===== src/rtl/md5_step_sched.sv =====
// md5_step_sched: gathers one 512-bit MD5 block as 16 serial words and runs
// the 64 compression steps through md5_core, one step per clock. After the
// last step it adds the working words into the chaining value and publishes
// the digest. o_hash is {A,B,C,D} with A in the most-significant word.

// md5_core: one combinational MD5 step; returns the new B word.
module md5_core (
  input  logic [31:0] i_a,
  input  logic [31:0] i_b,
  input  logic [31:0] i_c,
  input  logic [31:0] i_d,
  input  logic [31:0] i_m,
  input  logic [31:0] i_t,
  input  logic [4:0]  i_s,
  input  logic [1:0]  i_round,
  output logic [31:0] o_a
);
  logic [31:0] w_f;
  logic [31:0] w_sum;
  logic [63:0] w_dbl;

  // Round function, pre-rotate sum, then rotate left by i_s via a doubled word.
  always_comb begin
    w_f = 32'd0;
    case (i_round)
      2'd0:    w_f = (i_b & i_c) | (~i_b & i_d);
      2'd1:    w_f = (i_d & i_b) | (~i_d & i_c);
      2'd2:    w_f = i_b ^ i_c ^ i_d;
      default: w_f = i_c ^ (i_b | ~i_d);
    endcase
    w_sum = i_a + w_f + i_m + i_t;
    w_dbl = {w_sum, w_sum} << i_s;
    o_a   = i_b + w_dbl[63:32];
  end
endmodule

module md5_step_sched #(
  parameter logic [31:0] IV_A = 32'h67452301,
  parameter logic [31:0] IV_B = 32'hefcdab89,
  parameter logic [31:0] IV_C = 32'h98badcfe,
  parameter logic [31:0] IV_D = 32'h10325476
) (
  input  logic          i_clk,
  input  logic          i_rst_n,
  input  logic          i_init,
  input  logic          i_rdy,
  input  logic [31:0]   i_msg,
  output logic [127:0]  o_hash,
  output logic          o_rdy,
  output logic          o_busy
);
  typedef enum logic [1:0] {ST_LOAD, ST_RUN, ST_FINAL} state_t;

  localparam logic [31:0] K_TABLE [0:63] = '{
    32'hd76aa478, 32'he8c7b756, 32'h242070db, 32'hc1bdceee,
    32'hf57c0faf, 32'h4787c62a, 32'ha8304613, 32'hfd469501,
    32'h698098d8, 32'h8b44f7af, 32'hffff5bb1, 32'h895cd7be,
    32'h6b901122, 32'hfd987193, 32'ha679438e, 32'h49b40821,
    32'hf61e2562, 32'hc040b340, 32'h265e5a51, 32'he9b6c7aa,
    32'hd62f105d, 32'h02441453, 32'hd8a1e681, 32'he7d3fbc8,
    32'h21e1cde6, 32'hc33707d6, 32'hf4d50d87, 32'h455a14ed,
    32'ha9e3e905, 32'hfcefa3f8, 32'h676f02d9, 32'h8d2a4c8a,
    32'hfffa3942, 32'h8771f681, 32'h6d9d6122, 32'hfde5380c,
    32'ha4beea44, 32'h4bdecfa9, 32'hf6bb4b60, 32'hbebfbc70,
    32'h289b7ec6, 32'heaa127fa, 32'hd4ef3085, 32'h04881d05,
    32'hd9d4d039, 32'he6db99e5, 32'h1fa27cf8, 32'hc4ac5665,
    32'hf4292244, 32'h432aff97, 32'hab9423a7, 32'hfc93a039,
    32'h655b59c3, 32'h8f0ccc92, 32'hffeff47d, 32'h85845dd1,
    32'h6fa87e4f, 32'hfe2ce6e0, 32'ha3014314, 32'h4e0811a1,
    32'hf7537e82, 32'hbd3af235, 32'h2ad7d2bb, 32'heb86d391
  };

  state_t      r_state;
  state_t      w_stateNext;
  logic [3:0]  r_wordCnt;
  logic [5:0]  r_step;
  logic [31:0] r_msgMem [16];
  logic [31:0] r_chainA, r_chainB, r_chainC, r_chainD;
  logic [31:0] r_a, r_b, r_c, r_d;

  logic        w_accept;
  logic [3:0]  w_g;
  logic [4:0]  w_s;
  logic [31:0] w_t;
  logic [31:0] w_aNew;
  logic [31:0] w_sumA, w_sumB, w_sumC, w_sumD;

  assign w_accept = (r_state == ST_LOAD) && i_rdy;
  assign w_t      = K_TABLE[r_step];
  assign w_sumA   = r_chainA + r_a;
  assign w_sumB   = r_chainB + r_b;
  assign w_sumC   = r_chainC + r_c;
  assign w_sumD   = r_chainD + r_d;

  // Message word index and rotate amount for the current step.
  always_comb begin
    w_g = r_step[3:0];
    case (r_step[5:4])
      2'd0:    w_g = r_step[3:0];
      2'd1:    w_g = r_step[3:0] * 4'd5 + 4'd1;
      2'd2:    w_g = r_step[3:0] * 4'd3 + 4'd5;
      default: w_g = r_step[3:0] * 4'd7;
    endcase
    w_s = 5'd7;
    case ({r_step[5:4], r_step[1:0]})
      4'b0000: w_s = 5'd7;   4'b0001: w_s = 5'd12;
      4'b0010: w_s = 5'd17;  4'b0011: w_s = 5'd22;
      4'b0100: w_s = 5'd5;   4'b0101: w_s = 5'd9;
      4'b0110: w_s = 5'd14;  4'b0111: w_s = 5'd20;
      4'b1000: w_s = 5'd4;   4'b1001: w_s = 5'd11;
      4'b1010: w_s = 5'd16;  4'b1011: w_s = 5'd23;
      4'b1100: w_s = 5'd6;   4'b1101: w_s = 5'd10;
      4'b1110: w_s = 5'd15;  default: w_s = 5'd21;
    endcase
  end

  md5_core u_core (
    .i_a     (r_a),
    .i_b     (r_b),
    .i_c     (r_c),
    .i_d     (r_d),
    .i_m     (r_msgMem[w_g]),
    .i_t     (w_t),
    .i_s     (w_s),
    .i_round (r_step[5:4]),
    .o_a     (w_aNew)
  );

  // State register; reset aborts any partial block or run.
  always_ff @(posedge i_clk or negedge i_rst_n) begin
    if (!i_rst_n) r_state <= ST_LOAD;
    else          r_state <= w_stateNext;
  end

  // Next state: 16th word starts the run, step 63 ends it, FINAL lasts one cycle.
  always_comb begin
    w_stateNext = r_state;
    case (r_state)
      ST_LOAD:  if (w_accept && (r_wordCnt == 4'd15)) w_stateNext = ST_RUN;
      ST_RUN:   if (r_step == 6'd63) w_stateNext = ST_FINAL;
      ST_FINAL: w_stateNext = ST_LOAD;
      default:  w_stateNext = ST_LOAD;
    endcase
  end

  // Message word storage; contents are only meaningful once 16 words are in.
  always_ff @(posedge i_clk) begin
    if (w_accept) r_msgMem[r_wordCnt] <= i_msg;
  end

  // Counters, chaining/working words and the registered outputs.
  always_ff @(posedge i_clk or negedge i_rst_n) begin
    if (!i_rst_n) begin
      r_wordCnt <= 4'd0;
      r_step    <= 6'd0;
      r_chainA  <= IV_A;
      r_chainB  <= IV_B;
      r_chainC  <= IV_C;
      r_chainD  <= IV_D;
      r_a       <= 32'd0;
      r_b       <= 32'd0;
      r_c       <= 32'd0;
      r_d       <= 32'd0;
      o_hash    <= 128'd0;
      o_rdy     <= 1'b0;
      o_busy    <= 1'b0;
    end else begin
      o_rdy <= 1'b0;
      case (r_state)
        ST_LOAD: begin
          if (w_accept) begin
            if ((r_wordCnt == 4'd0) && i_init) begin
              r_chainA <= IV_A;
              r_chainB <= IV_B;
              r_chainC <= IV_C;
              r_chainD <= IV_D;
            end
            if (r_wordCnt == 4'd15) begin
              r_a       <= r_chainA;
              r_b       <= r_chainB;
              r_c       <= r_chainC;
              r_d       <= r_chainD;
              r_wordCnt <= 4'd0;
              r_step    <= 6'd0;
              o_busy    <= 1'b1;
            end else begin
              r_wordCnt <= r_wordCnt + 4'd1;
            end
          end
        end
        ST_RUN: begin
          r_a    <= r_d;
          r_b    <= w_aNew;
          r_c    <= r_b;
          r_d    <= r_c;
          r_step <= (r_step == 6'd63) ? 6'd0 : r_step + 6'd1;
        end
        ST_FINAL: begin
          r_chainA <= w_sumA;
          r_chainB <= w_sumB;
          r_chainC <= w_sumC;
          r_chainD <= w_sumD;
          o_hash   <= {w_sumA, w_sumB, w_sumC, w_sumD};
          o_rdy    <= 1'b1;
          o_busy   <= 1'b0;
        end
        default: ;
      endcase
    end
  end
endmodule


===== config.mk =====
export PLATFORM = sky130hd
export DESIGN_NAME = md5_step_sched
export DESIGN_NICKNAME = d
export VERILOG_FILES = /design/src/rtl/md5_step_sched.sv
export SDC_FILE = /design/constraint.sdc
export NUM_CORES = 2
export LEC_CHECK = 0
export CORE_MARGIN = 3
export CORE_UTILIZATION = 45
export CTS_BUF_LIST = sky130_fd_sc_hd__clkbuf_8
export DETAILED_ROUTE_END_ITERATION = 7
export DONT_BUFFER_PORTS = 1
export GPL_TIMING_DRIVEN = 0
export HOLD_SLACK_MARGIN = 0.05
export PLACE_DENSITY_LB_ADDON = 0.3
export RECOVER_POWER = 100
export SLEW_MARGIN = 10
export SYNTH_ARGS = -nofsm -noshare
export SYNTH_HDL_FRONTEND = slang
export SYNTH_SLANG_ARGS = --single-unit

===== constraint.sdc =====
create_clock -name i_clk -period 11.1 [get_ports i_clk]
set_input_delay 2.22 -clock i_clk [delete_from_list [all_inputs] [get_ports i_clk]]
set_output_delay 2.22 -clock i_clk [all_outputs]
set_load 0.01 [all_outputs]

==> flow_summary.json <==
{
  "outcome": "finished, violations left",
  "violated_checks": "capacitance limit, slew limit",
  "post-route-drc-count": 0,
  "clkSinkCount": 910,
  "finalMaxSlewViolations": 344,
  "synthDistinctLibCells": 87,
  "ctsHtreeMaxLevel": 4,
  "postSynth.asyncResetShare_pct": 43.7,
  "synth.cell_area_um2": 52000,
  "clkSlewWorstSetupHoldPaths_ns": 0.06,
  "period_needed_ns": 10.84,
  "critical_path.max_fanout": 15,
  "rows": 124,
  "timing.final.setup_violations": 0,
  "layout.nets": 5465,
  "syn_inst": 4940,
  "timing.setup.tns_ns": 0,
  "dp_hpwl_mm": 148,
  "synth.mux.area_fraction_pct": 8.90,
  "die_w_um": 346,
  "post_synth_fa_ha_maj_area_fraction_pct": 7.98,
  "worst_path_max_delay_cell": "sky130_fd_sc_hd__nor2_1",
  "synth_compound_gate_area_share_pct": 15.3,
  "overflow": 0,
  "synth-edff-count": 512,
  "clock_insertion_delay_worst_skew_ns": 0.91,
  "place.gp.congestion": 1.04,
  "antenna_found_initial": 7,
  "first_pass_grt_wire_length_mm": 284,
  "die_h_um": 346,
  "synth_top_area_share_pct": 29.6,
  "ys_seq_elements": 910,
  "cp.required_ns": 11.86,
  "crit_path_buf_inv_count": 5,
  "arrival_ns": 11.61,
  "grt_max_degree": 399,
  "area_delta_synth_final_pct": 11.3,
  "worst_slew_pin_slew_ns": 3.35,
  "path_class": "reg -> reg",
  "hold_path_class": "reg -> reg",
  "cts_tree": "yes",
  "ant_nets": 0,
  "floorplan.core_area_um2": 115000,
  "final.period_utilization_pct": 97.7,
  "synth_top_family_by_area": "compound AO/OA/AOI/OAI gates",
  "post-route-cell-area_um2": 57900,
  "critical_path_max_stage_delay_ns": 0.95,
  "violation_count_after_the_first_detailed_route_iteration": 5047,
  "syn_nets": 5266,
  "multi_input_area_um2": 25300,
  "drt-pass1-iter-count": 6,
  "hold_viol_final": 0,
  "wl_met2_mm": 87.1,
  "syn_avg_cell_area_um2": 10.5,
  "final-seq-area_um2": 25400,
  "fmax_mhz": 92.2,
  "synth-simple-area-share_pct": 12.1,
  "clockRootBuffer": "sky130_fd_sc_hd__clkbuf_8",
  "netlist.top_cell.by_area": "sky130_fd_sc_hd__edfxtp_1",
  "final.setup_skew_ns": 0.0717,
  "seq_area_frac_synth_pct": 48.9,
  "postCtsHoldBufs": 0,
  "routed_via_density": 6.20,
  "floorplan_die_area_um2": 120000,
  "netlist_top_cells_area": "sky130_fd_sc_hd__edfxtp_1 30%, sky130_fd_sc_hd__dfrtp_1 16%, sky130_fd_sc_hd__mux4_2 5.8%",
  "drive_above_1_share_pct": 12.7,
  "pin_count": 166,
  "clock_path_buffers": 3,
  "wirelength_mm": 198,
  "ys.warnings.count": 0,
  "r2r_slack_ns": 0.26,
  "timing.critical_path.mode_cell": "sky130_fd_sc_hd__o21a_1",
  "avgRoutedWirePerCell_um": 29.2,
  "filler_cell_count": 10300,
  "io_buffer_count": 0,
  "crit_family": "compound AO/OA/AOI/OAI gates",
  "numCtsBuffers": 152,
  "drv_cap": 16,
  "vias_in_the_first_global_route": 40500,
  "wirelength_met1_mm": 82.1,
  "placed_cell_area_um2": 54300,
  "endpoint_class_of_the_critical_path": "flop",
  "start_util_pct": 45.4,
  "grt_util_all_layers_pct": 32.6,
  "slew_headroom_pct": -123,
  "detailroute.via_count": 42000,
  "synth-xor-area-share_pct": 3.48,
  "synth_ff_type": "sky130_fd_sc_hd__edfxtp_1",
  "worst_setup_path_start_kind": "flop",
  "wl_met3_mm": 20.5,
  "top_layer_used": "met5"
}
per-layer routing:
metal | vias up | GRT usage, %
met5 | - | 0
met4 | 2 | 12.7
met3 | 356 | 7.98
met2 | 2209 | 49.2
met1 | 21000 | 45.4
li1 | 18400 | -
state kept, by name, indices dropped and copies added, names as in the netlist:
signal     flops
r_msgMem     512
r_chainA      32
r_d           32
r_state        2
r_wordCnt      4
r_chainC      32
r_c           32
r_a           32
o_hash       128
r_chainD      32
r_chainB      32
r_b           32
o_rdy          1
o_busy         1
r_step         6
cell type report:
class / count / area share [%]
Timing Repair Buffer: 51 / 0.577
Antenna cell: 4 / 0.0173
Clock buffer: 167 / 3.97
Tap cell: 1512 / 3.27
Buffer: 252 / 2.05
Inverter: 197 / 1.30
Sequential cell: 910 / 43.9
Multi-Input combinational cell: 3575 / 43.7
Clock inverter: 109 / 1.20
cell families (layout without fill, tap and decap cells):
group,Yosys count,count (layout)
AND/OR/NAND/NOR,1486,1486
multiplexers,287,287
XOR/XNOR,206,206
other,0,4
buffers and inverters,455,776
AO/OA/AOI/OAI,1306,1306
adder cells (fa/ha/maj),290,290
flip-flops,910,910
metrics by stage:
stage | util (%) | worst slack (ns) | instances | hold WS [ns]
final | 50.6 | 0.260 | 6777 | 0.513
after global routing | 50.5 | -0.0908 | 6775 | 0.532
after CTS | 50.4 | 0.0123 | 6755 | 0.513
after detailed placement | 47.4 | -3.74 | 6470 | 0.501
after global placement | 47.1 | -3.75 | 6452 | 0.492
after floorplan | - | 0.932 | 4940 | 0.474
cells in the final DEF (no fill, tap or decap), types with 129 or more instances in the layout:
cell | Yosys | final
sky130_fd_sc_hd__mux4_2 | 135 | 135
sky130_fd_sc_hd__inv_1 | 192 | 252
sky130_fd_sc_hd__o21ai_0 | 311 | 312
sky130_fd_sc_hd__clkbuf_1 | 193 | 169
sky130_fd_sc_hd__nor2_1 | 493 | 491
sky130_fd_sc_hd__nand2_1 | 674 | 673
sky130_fd_sc_hd__xnor2_1 | 134 | 129
sky130_fd_sc_hd__edfxtp_1 | 512 | 512
sky130_fd_sc_hd__ha_1 | 221 | 212
sky130_fd_sc_hd__dfrtp_1 | 334 | 331
sky130_fd_sc_hd__clkbuf_8 | 0 | 168
sky130_fd_sc_hd__a21oi_1 | 375 | 345
synthesized netlist by cell type (all sizes together), types with 28 or more instances:
| cell | n |
|---|---|
| nand2b | 35 |
| and2 | 32 |
| nor2 | 493 |
| dfrtp | 334 |
| dfstp | 64 |
| a31oi | 112 |
| mux2i | 105 |
| nor3 | 50 |
| edfxtp | 512 |
| fa | 69 |
| o21a | 33 |
| nand3 | 45 |
| mux2 | 47 |
| and3 | 28 |
| nand2 | 674 |
| xnor2 | 135 |
| inv | 194 |
| or2 | 44 |
| a211oi | 64 |
| a21oi | 376 |
| o22ai | 83 |
| xor2 | 71 |
| o211ai | 29 |
| buf | 65 |
| o21ai | 336 |
| a21o | 106 |
| clkbuf | 193 |
| ha | 221 |
| mux4 | 135 |
path summary, 6_finish.rpt:
| kind | startpoint | end | cells after the start |
|---|---|---|---|
| worst max-delay path | r_step[1] | r_b[30] | 40 |
| worst min-delay path | r_chainC[5] | r_chainC[5] | 2 |
| worst max register to register | r_step[1] | r_b[30] | 40 |
| worst min register to register | r_chainC[5] | r_chainC[5] | 2 |
| max in group asynchronous | i_rst_n | r_chainA[5] | 0 |
| min in group asynchronous | i_rst_n | r_chainC[30] | 0 |
tightest hold or removal path, delay by kind of cell (launching register included):
family	cells	cell delay, ns
DFF	1	0.37
and+or+nand+nor	1	0.09
AOI/OAI and AO/OA	1	0.04
repair_timing:
action,in CTS,in global routing
gates cloned,0,0
hold endpoints to repair,0,0
setup buffers,11,22
pin swaps,5,19
gates resized for setup,117,92
setup endpoints to repair,32,11
Power is not shown: default switching activity piles up to over one toggle a cycle in this logic, so the estimate is an artifact.
